===== src/rtl/serial_adder.sv =====
// serial_adder: bit-serial ripple adder, one full-adder cell plus a carry flop.
// Adds two WIDTH-bit operands and a carry-in LSB first, one bit per clock.
// A start/busy/done handshake frames each operation. The visible sum, cout
// and ovf are loaded only on entry to DONE, so they never show partial values.
// They hold until the next operation completes or reset is applied.
// Optional feature macro: SERIAL_ADDER_OVERFLOW_EN enables signed overflow
// detection on ovf; when undefined, ovf is tied to 0.

module serial_adder #(
    parameter int WIDTH = 8
) (
    input  logic             clk,
    input  logic             rst,
    input  logic             start,
    input  logic [WIDTH-1:0] a,
    input  logic [WIDTH-1:0] b,
    input  logic             cin,
    output logic             busy,
    output logic             done,
    output logic [WIDTH-1:0] sum,
    output logic             cout,
    output logic             ovf
);

    localparam int CNT_W = $clog2(WIDTH) + 1;
    localparam logic [CNT_W-1:0] LAST_BIT = CNT_W'(WIDTH - 1);
    localparam logic [CNT_W-1:0] CNT_ONE  = CNT_W'(1);

    typedef enum logic [1:0] {
        S_IDLE = 2'd0,
        S_RUN  = 2'd1,
        S_DONE = 2'd2
    } state_t;

    state_t state, state_nxt;

    // Operand shift registers, carry flop, bit counter and internal sum.
    logic [WIDTH-1:0] a_sh;
    logic [WIDTH-1:0] b_sh;
    logic             carry;
    logic [CNT_W-1:0] cnt;
    logic [WIDTH-1:0] sum_sh;

    // Visible, held results.
    logic [WIDTH-1:0] sum_r;
    logic             cout_r;

    logic accept;
    logic last_bit;
    logic s_bit;
    logic c_bit;
    logic [WIDTH-1:0] sum_final;

    // Single full-adder cell: sum bit.
    function automatic logic fa_sum(input logic x, input logic y, input logic c);
        return x ^ y ^ c;
    endfunction

    // Single full-adder cell: carry (majority of the three inputs).
    function automatic logic fa_carry(input logic x, input logic y, input logic c);
        return (x & y) | (x & c) | (y & c);
    endfunction

    // A start is only honoured outside RUN; there is no queueing or abort.
    assign accept   = start && (state != S_RUN);
    assign last_bit = (state == S_RUN) && (cnt == LAST_BIT);

    // Current bit of the ripple, taken from the LSBs of the shift registers.
    assign s_bit     = fa_sum(a_sh[0], b_sh[0], carry);
    assign c_bit     = fa_carry(a_sh[0], b_sh[0], carry);
    assign sum_final = {s_bit, sum_sh[WIDTH-1:1]};

    // State register.
    always_ff @(posedge clk) begin
        if (rst) begin
            state <= S_IDLE;
        end else begin
            state <= state_nxt;
        end
    end

    // Next-state logic: IDLE/DONE accept a start, RUN counts out WIDTH bits.
    always_comb begin
        state_nxt = state;
        case (state)
            S_IDLE: begin
                if (start) begin
                    state_nxt = S_RUN;
                end
            end
            S_RUN: begin
                if (cnt == LAST_BIT) begin
                    state_nxt = S_DONE;
                end
            end
            S_DONE: begin
                if (start) begin
                    state_nxt = S_RUN;
                end else begin
                    state_nxt = S_IDLE;
                end
            end
            default: begin
                state_nxt = S_IDLE;
            end
        endcase
    end

    // Handshake outputs decode directly from the state register.
    always_comb begin
        busy = (state == S_RUN);
        done = (state == S_DONE);
    end

    // Serial datapath: load on accept, shift one bit per RUN cycle.
    always_ff @(posedge clk) begin
        if (rst) begin
            a_sh   <= '0;
            b_sh   <= '0;
            carry  <= 1'b0;
            cnt    <= '0;
            sum_sh <= '0;
        end else if (accept) begin
            a_sh   <= a;
            b_sh   <= b;
            carry  <= cin;
            cnt    <= '0;
            sum_sh <= '0;
        end else if (state == S_RUN) begin
            a_sh   <= a_sh >> 1;
            b_sh   <= b_sh >> 1;
            carry  <= c_bit;
            cnt    <= cnt + CNT_ONE;
            sum_sh <= sum_final;
        end
    end

    // Visible result register, loaded only as the final bit completes.
    always_ff @(posedge clk) begin
        if (rst) begin
            sum_r  <= '0;
            cout_r <= 1'b0;
        end else if (last_bit) begin
            sum_r  <= sum_final;
            cout_r <= c_bit;
        end
    end

    assign sum  = sum_r;
    assign cout = cout_r;

`ifdef SERIAL_ADDER_OVERFLOW_EN
    // Operand sign bits are consumed by the shifters, so keep copies for ovf.
    logic a_sgn;
    logic b_sgn;
    logic ovf_r;

    // Capture operand signs on accept; register overflow alongside sum.
    always_ff @(posedge clk) begin
        if (rst) begin
            a_sgn <= 1'b0;
            b_sgn <= 1'b0;
            ovf_r <= 1'b0;
        end else begin
            if (accept) begin
                a_sgn <= a[WIDTH-1];
                b_sgn <= b[WIDTH-1];
            end
            if (last_bit) begin
                // Final s_bit is the sum MSB.
                ovf_r <= (a_sgn == b_sgn) && (s_bit != a_sgn);
            end
        end
    end

    assign ovf = ovf_r;
`else
    assign ovf = 1'b0;
`endif

endmodule


===== config.mk =====
export PLATFORM = sky130hd
export DESIGN_NAME = serial_adder
export DESIGN_NICKNAME = d
export VERILOG_FILES = /design/src/rtl/serial_adder.sv
export SDC_FILE = /design/constraint.sdc
export NUM_CORES = 1
export LEC_CHECK = 0
export ABC_AREA = 1
export CORE_ASPECT_RATIO = 0.8
export CORE_UTILIZATION = 46
export CTS_CLUSTER_SIZE = 28
export DETAILED_ROUTE_END_ITERATION = 12
export PLACE_DENSITY = 0.74
export SLEW_MARGIN = 20
export SYNTH_ARGS = -nofsm -noshare
export SYNTH_HDL_FRONTEND = slang
export SYNTH_SLANG_ARGS = --single-unit

===== constraint.sdc =====
create_clock -name clk -period 1.1 [get_ports clk]
set_clock_uncertainty 0.05 [all_clocks]
set_input_delay 0.22 -clock clk [delete_from_list [all_inputs] [get_ports clk]]
set_output_delay 0.22 -clock clk [all_outputs]
set_load 0.1 [all_outputs]

Yosys cells after proc, flatten, opt, wreduce, memory -nomap -nowiden
Cells that the tools add are included.

Multiplexer cells: 10. Reductions and logical operators: 6. $add $sub $neg: 1. Eq/ne operators: 6. Bitwise operators: 7.

Operator list (number): $mux 8 (4); $pmux 2 s3 (1); $add 4x1->4 const B (1); $eq 4x3->1 const B (1); $mux 2 (2); $ne 2x1->1 const B (2); $and 1x1->1 (3); $mux 1 (3); $eq 2x1->1 const B (1); $eq 2x2->1 const B (1); $logic_and 1x1->1 (2); $logic_not 2->1 (1); $ne 2x2->1 const B (1); $or 1x1->1 (2); $reduce_and 2->1 (1); $reduce_bool 2->1 (1); $reduce_or 2->1 (1); $xor 1x1->1 (2).

Word-level logic and storage cells: 38. Output and inout bits: 12. Flip-flop bits (word level): 40.

Logic depth before layout (Yosys ltp)
Gate-level depths: netlist of run 1.

Depth after elaboration: 5. Gate-level depth with buffers: 7. Depth with buffers taken out: 7.

Least setup slack after synthesis of run 1
OpenSTA, ideal clock, no wires.

Path kind: register to output. Start point: register state[1]. End point: output port done. Buffers on the path: 0. Path slack: -0.848 ns. Arrival: 1.678 ns. Cell stages (with the launch flop): 3. Path through: dfxtp_1 -> inv_1 -> nor2_1.

Longest elaborated chain between the ends: 1.

Ends and longest elaborated chain: start, declared (RTL line 35) `state_t state, state_nxt;`; start signal, assigned (RTL line 78) `state <= state_nxt;`; $eq 2x2->1 (RTL line 112) `done = (state == S_DONE);`; end, declared (RTL line 19) `output logic done,`.

No other way between the ends.

Worst setup path after layout of run 1
Start point: register state[0]. End point: register b_sh[6].

Longest elaborated chain between the ends: 3. Elaborated cells between the ends (all ways): 5. Classes of those cells: eq/ne: 2; mux: 1; reduce/logical: 2.

Ends and longest elaborated chain: $ne 2x1->1 (RTL line 65) `assign accept = start && (state != S_RUN);`; $logic_and 1x1->1 (RTL line 65); $mux 8 / $reduce_bool 2->1 (equally long branches); end signal, assigned (RTL line 131) `b_sh <= b_sh >> 1;`; end, declared (RTL line 39) `logic [WIDTH-1:0] b_sh;`.

Parallel ways exist; a longest one is shown, timed or not. A chain may end at the register's enable or synchronous reset.

==> results of run 1 <==
worst min-delay path: stages (launching register included):
cell,delay (ns)
dfxtp_2,0.34
nand3_2,0.06
nand2_1,0.04
Yosys cell counts:
master     n
a21oi_2    9
buf_6      1
inv_2      2
nand2_2    2
nor2_4     2
nand3_1   58
inv_1     19
buf_4      6
dfxtp_1   39
buf_2      4
clkbuf_1   2
o21ai_2    1
nor2_1     7
buf_8      1
ha_1       1
a21oi_1    4
nand2_4    1
nor2_2     1
nand2_1   71
fa_1       1
conb_1     1
xor2_1     1
kinds of logic (layout without fill, tap and decap cells):
| family | Yosys count | after routing |
|---|---|---|
| fa+ha+maj | 2 | 2 |
| xor+xnor | 1 | 1 |
| buf+inv | 35 | 103 |
| compound gates | 14 | 14 |
| other cells | 1 | 1 |
| simple gates | 142 | 144 |
| flops | 39 | 39 |
area by class of cell:
cell class / count / area [um^2]
flip-flops and latches: 39 / 807
well taps: 42 / 52.6
multi-input cells: 162 / 935
repair buffers: 74 / 847
clock buffers: 8 / 100
fillers: 187 / 687
inverters: 21 / 90.1
path summary, 6_finish.rpt:
path / endpoint / slack (ns) / cells after the start
max: b_sh[6] / -0.33 / 8
min: sum[5] / 0.43 / 2
max reg2reg: b_sh[6] / -0.33 / 8
min reg2reg: sum[5] / 0.43 / 2
power groups by stage:
| stage | clock network (W) | registers (W) | logic [W] |
|---|---|---|---|
| final | 0.00107 | 0.00149 | 0.000632 |
| after global placement | 0 | 0.00152 | 0.000443 |
| after CTS | 0.00107 | 0.00149 | 0.000557 |
| after detailed placement | 0 | 0.00152 | 0.000447 |
| after floorplan | 0 | 0.00152 | 0.000292 |
| after global routing | 0.00116 | 0.00149 | 0.000673 |
state kept, by name, indices dropped and copies added (netlist names):
name    cells
b_sh        8
state       2
carry       1
cnt         4
a_sh        8
cout        1
sum_sh      7
sum         8
metal layers:
metal	track usage, %	vias up
met3	6.01	16
met2	38.5	75
met5	0	-
met1	33.6	875
met4	5.14	0
li1	-	885
repair_timing:
item | CTS | global route
endpoints found under the setup margin | 42 | 50
pin swaps | 17 | 1
setup buffers | 9 | 10
gates cloned | 5 | 2
gates resized for setup | 34 | 6
per-stage QoR:
step           TNS [ns]  area, um^2  std cells  total power (W)  util (%)
2_1_floorplan     -1.20        1810        234          0.00181         -
3_5_place_dp     -11.43        2340        312          0.00197      66.6
5_1_grt           -7.13        2830        346          0.00332      80.5
6_report          -5.04        2830        346          0.00319      80.5
4_1_cts           -3.18        2700        334          0.00311      76.7
3_3_place_gp     -10.22        2340        312          0.00196      66.6
==> out/summary.txt, run 1 <==
first-pass GRT wire length = 7.52 mm
initial core utilization = 49.6%
GRT Total Usage = 24.2%
Routed WL = 5.47 mm
Final min period = 1.43 ns
WP buf/inv = 4
area fraction of the dominant cell type after synthesis = 44.7%
Crit Path Category = register to register
critical path's top delay family = buffers and inverters
hold_ws = 0.431 ns
switching pwr = 0.000854 W
Sw Ratio = 26.7%
Synth Area in Compound Gates = 6.16%
origin of the worst min-delay path = sum[5]
Max Cap Viol = 0
Die ar. = 4050 um^2
dominant cell type by area after synthesis = dfxtp_1
sequential share of power = 46.6%
sequential share of the synthesized area = 44.7%
Cells after Synth = 234
worst-path cell chain = inv_4 -> nor2_4 -> buf_4 -> bufbuf_16 -> nand2_1 -> nand3_1 -> nand2_1 -> inv_1
clock tree buffer depth = 2
Post-Syn Area = 1750 um^2
Critical path origin = state[0]
PortBufs = 30
worst path required time = 1.30 ns
slowest CP cell = dfxtp_4
later-pin clock latency in the skew report = 0.30 ns
Vert. Die Dim = 57.1 um
slack of the critical path = -0.325 ns
register bit total from synthesis = 39
Setup WS pre-CTS = -0.359 ns
Internal = 0.00234 W
post-synthesis mux area share = 0%
Post-DP HPWL = 2.64 mm
Cell Pwr Density = 1130 nW/um^2
vias in the first global route = 1581
Final Wtd Congestion = 0.791
Crit. End Element = register
Post-Synth Adder-Cell Area = 1.86%
grt ovf = 0
final count of negative-setup-slack endpoints = 42
total vias in the final route = 1851
reg2reg start = state[0]
Layout Nets = 325
simple-gate share of the synthesized area = 36.4%
most frequent cells in the layout = 68 x nand2_1, 50 x nand3_1, 31 x buf_4
CP max stage delay = 0.37 ns
clock slew seen by the registers of the worst setup and hold paths = 0.08 ns
CTS Root Cell = clkbuf_8
fin. max-slew vios = 0
syn_nets = 256
crit-path max FO = 10
vias per cell = 5.35
Leak = 1.28 nW
period utilization = 130%
RSZ-0062 raised after global routing = yes
worst hold path type = register to register
most common library cell in the layout ignoring fill and taps = nand2_1
Ant. Diodes = 0
Max Clk Rate = 0.702 GHz
Syn. warnings = 0
Post-route DRC = 0
DR WL/cell = 15.8 um
Cell Rows = 19
xor/xnor cell area share of the yosys netlist = 0.501%
layout cells sized above 1 = 38.2%
Ports = 32
Hold Buf Count CTS = 0
CTS tree = built
antenna violations before repair = 0
CORE AREA = 3520 um^2
Final ANT Viol Nets = 0
CTS H-Tree Depth = 2
Startpoint Class = register
1st-iter DRT viols = 194
Syn Area/Cell = 7.46 um^2
Synth cell types = 22
main combinational cell family by area after synthesis = simple AND/OR/NAND/NOR gates
die width = 70.9 um
metal2 WL = 2.62 mm
met3 wire len = 318 um
CP dominant cell by count = nand2_1
largest net degree at the start of global routing = 21
clock sink total = 39
peak supply drop = 1.13 mV
CTS Buf Count = 5
Worst EP arrival = 1.62 ns
status = finished with violations
first-pass detailed-route iteration total = 6
max layer used = met4
Clk pwr share = 33.6%
violated checks = setup timing
wire length on met1 = 2.33 mm
top post-synthesis cells by area = dfxtp_1 45%, nand3_1 17%, nand2_1 15%
Layout area overhead = 62.1%
Comb pwr share = 19.8%
Final Hold Viols = 0
Note: power is estimated with default switching activity, not from simulation.
==> run 2, diff against run 1 <==
- CAP_MARGIN: default -> 40
- clock period: 1.1 -> 1.3 ns (I/O delays scaled with it)
==> run 2 against run 1 <==
  * The flow still finishes with violations (setup timing)
  * Critical path depth fell by 4
  * Power fell by 19%
  * Routed wire length fell by 23%
  * Combinational power fell by 35%
  * Non-clock buffer count fell by 19
  * Worst hold slack got worse by 0.020 ns
==> out/summary.txt, run 2 (synthesized netlist as in run 1, its figures left out) <==
crit-path max FO = 3 (-7)
CTS Buf Count = 5 (unchanged)
Setup TNS = -0.129 ns (+4.91 ns)
final count of negative-setup-slack endpoints = 2 (-95%)
Layout area overhead = 42.4%
Critical path origin = state[0]
Final Wtd Congestion = 0.815 (+2.9%)
CP max stage delay = 0.35 ns (-0.02 ns)
CTS H-Tree Depth = 2 (unchanged)
violated checks = setup timing
clock sink total = 39 (unchanged)
most frequent cells in the layout = 71 x nand2_1, 58 x nand3_1, 35 x dfxtp_1
later-pin clock latency in the skew report = 0.30 ns (about the same)
Layout Nets = 306 (-5.8%)
CORE AREA = 3520 um^2 (unchanged)
CTS Root Cell = clkbuf_8
reg2reg start = cnt[1]
largest net degree at the start of global routing = 22 (+4.8%)
Ports = 32 (unchanged)
Final ANT Viol Nets = 0 (unchanged)
hold_ws = 0.411 ns (-0.0201 ns)
PortBufs = 30 (unchanged)
Crit Path Category = register to primary output
Die ar. = 4050 um^2 (unchanged)
most common library cell in the layout ignoring fill and taps = nand2_1
worst path required time = 0.99 ns (-0.31 ns)
peak supply drop = 0.819 mV (-27%)
RSZ-0062 raised after global routing = yes
Max Cap Viol = 0 (unchanged)
Routed WL = 4.24 mm (-23%)
die width = 70.9 um (unchanged)
slowest CP cell = dfxtp_2
Startpoint Class = register
worst-path cell chain = inv_2 -> nor2_4 -> buf_6 -> buf_12
Cell Rows = 19 (unchanged)
origin of the worst min-delay path = a_sh[7]
first-pass GRT wire length = 6.69 mm (-11%)
period utilization = 107%
layout cells sized above 1 = 25.3% (-13 points)
clock tree buffer depth = 2 (unchanged)
fin. max-slew vios = 0 (unchanged)
Worst EP arrival = 1.08 ns (-0.54 ns)
1st-iter DRT viols = 100 (-48%)
area taken by multi-input logic gates = 825 um^2 (-12%)
Final Hold Viols = 0 (unchanged)
worst hold path type = register to register
Register Area = 786 um^2 (-2.6%)
placed insts = 310 (-0.64%)
initial core utilization = 49.6% (unchanged)
Ant. Diodes = 0 (unchanged)
Filler Cell Count = 261 (+40%)
slack of the critical path = -0.0852 ns (+0.240 ns)
total vias in the final route = 1688 (-8.8%)
first-pass detailed-route iteration total = 6 (unchanged)
total power = 0.00259 W (-19%)
clock slew seen by the registers of the worst setup and hold paths = 0.08 ns (about the same)
vias in the first global route = 1513 (-4.3%)
GRT Total Usage = 21.5% (-2.7 points)
Post-Layout Cell Count = 327 (-5.5%)
DR WL/cell = 13.0 um (-18%)
Final min period = 1.39 ns
antenna violations before repair = 0 (unchanged)
Post-DP HPWL = 2.62 mm (-0.55%)
status = finished with violations
CTS tree = built
Crit. End Element = primary output
Vert. Die Dim = 57.1 um (unchanged)
Cell Pwr Density = 1040 nW/um^2 (-7.6%)
Max Clk Rate = 0.722 GHz
grt ovf = 0 (unchanged)
Leak = 1.13 nW (-12%)
Post-route DRC = 0 (unchanged)
vias per cell = 5.16 (-3.5%)
## run 2: stage by stage
step | setup WS [ns] | instance area [um^2] | utilization, %
2_1_floorplan | 0.0176 | 1750 | -
3_3_place_gp | -0.174 | 2280 | 64.8
3_5_place_dp | -0.237 | 2280 | 64.8
4_1_cts | -0.0956 | 2430 | 69.1
5_1_grt | -0.101 | 2490 | 70.7
6_report | -0.0852 | 2490 | 70.7
## run 2: metal layers
| metal | share of wire (%) | track usage (%) |
|---|---|---|
| met5 | 0 | 0 |
| met4 | 3.3 | 15.7 |
| met3 | 5.5 | 6.01 |
| met2 | 44 | 30.2 |
| met1 | 47 | 28.3 |
## run 2: cell type report
class / count / area share [%]
Multi-Input combinational cell: 161 / 33.1
Sequential cell: 39 / 31.6
Timing Repair Buffer: 55 / 25.5
Clock buffer: 7 / 3.87
Inverter: 21 / 3.32
Tap cell: 42 / 2.11
Clock inverter: 1 / 0.302
Timing Repair inverter: 1 / 0.201
## run 2: power breakdown
group | switching (W) | internal (W) | total (W)
combinational | 0.000223 | 0.000188 | 0.000411
sequential | 0.0000260 | 0.00124 | 0.00126
clock | 0.000436 | 0.000482 | 0.000918
total | 0.000685 | 0.00191 | 0.00259
## run 2: worst paths after layout
kind                   to  slack [ns]  depth (start not counted)
setup reg to reg   sum[2]        0.04                          7
hold / removal    a_sh[7]        0.41                          2
setup / recovery     busy       -0.09                          4
hold reg to reg   a_sh[7]        0.41                          2
## run 2: worst max-delay path: cells and delay by family, from the launching register on
kind	cells	cell delay [ns]
flip-flops	1	0.35
AND/OR/NAND/NOR	1	0.09
buffers and inverters	3	0.33
## run 2: what timing repair did
action / CTS / global route
pin swaps: 3 / 6
resized for setup: 6 / 7
setup buffers: 4 / 3
cloned: 1 / 1
hold buffers: 0 / 0
setup endpoints to repair: 11 / 25
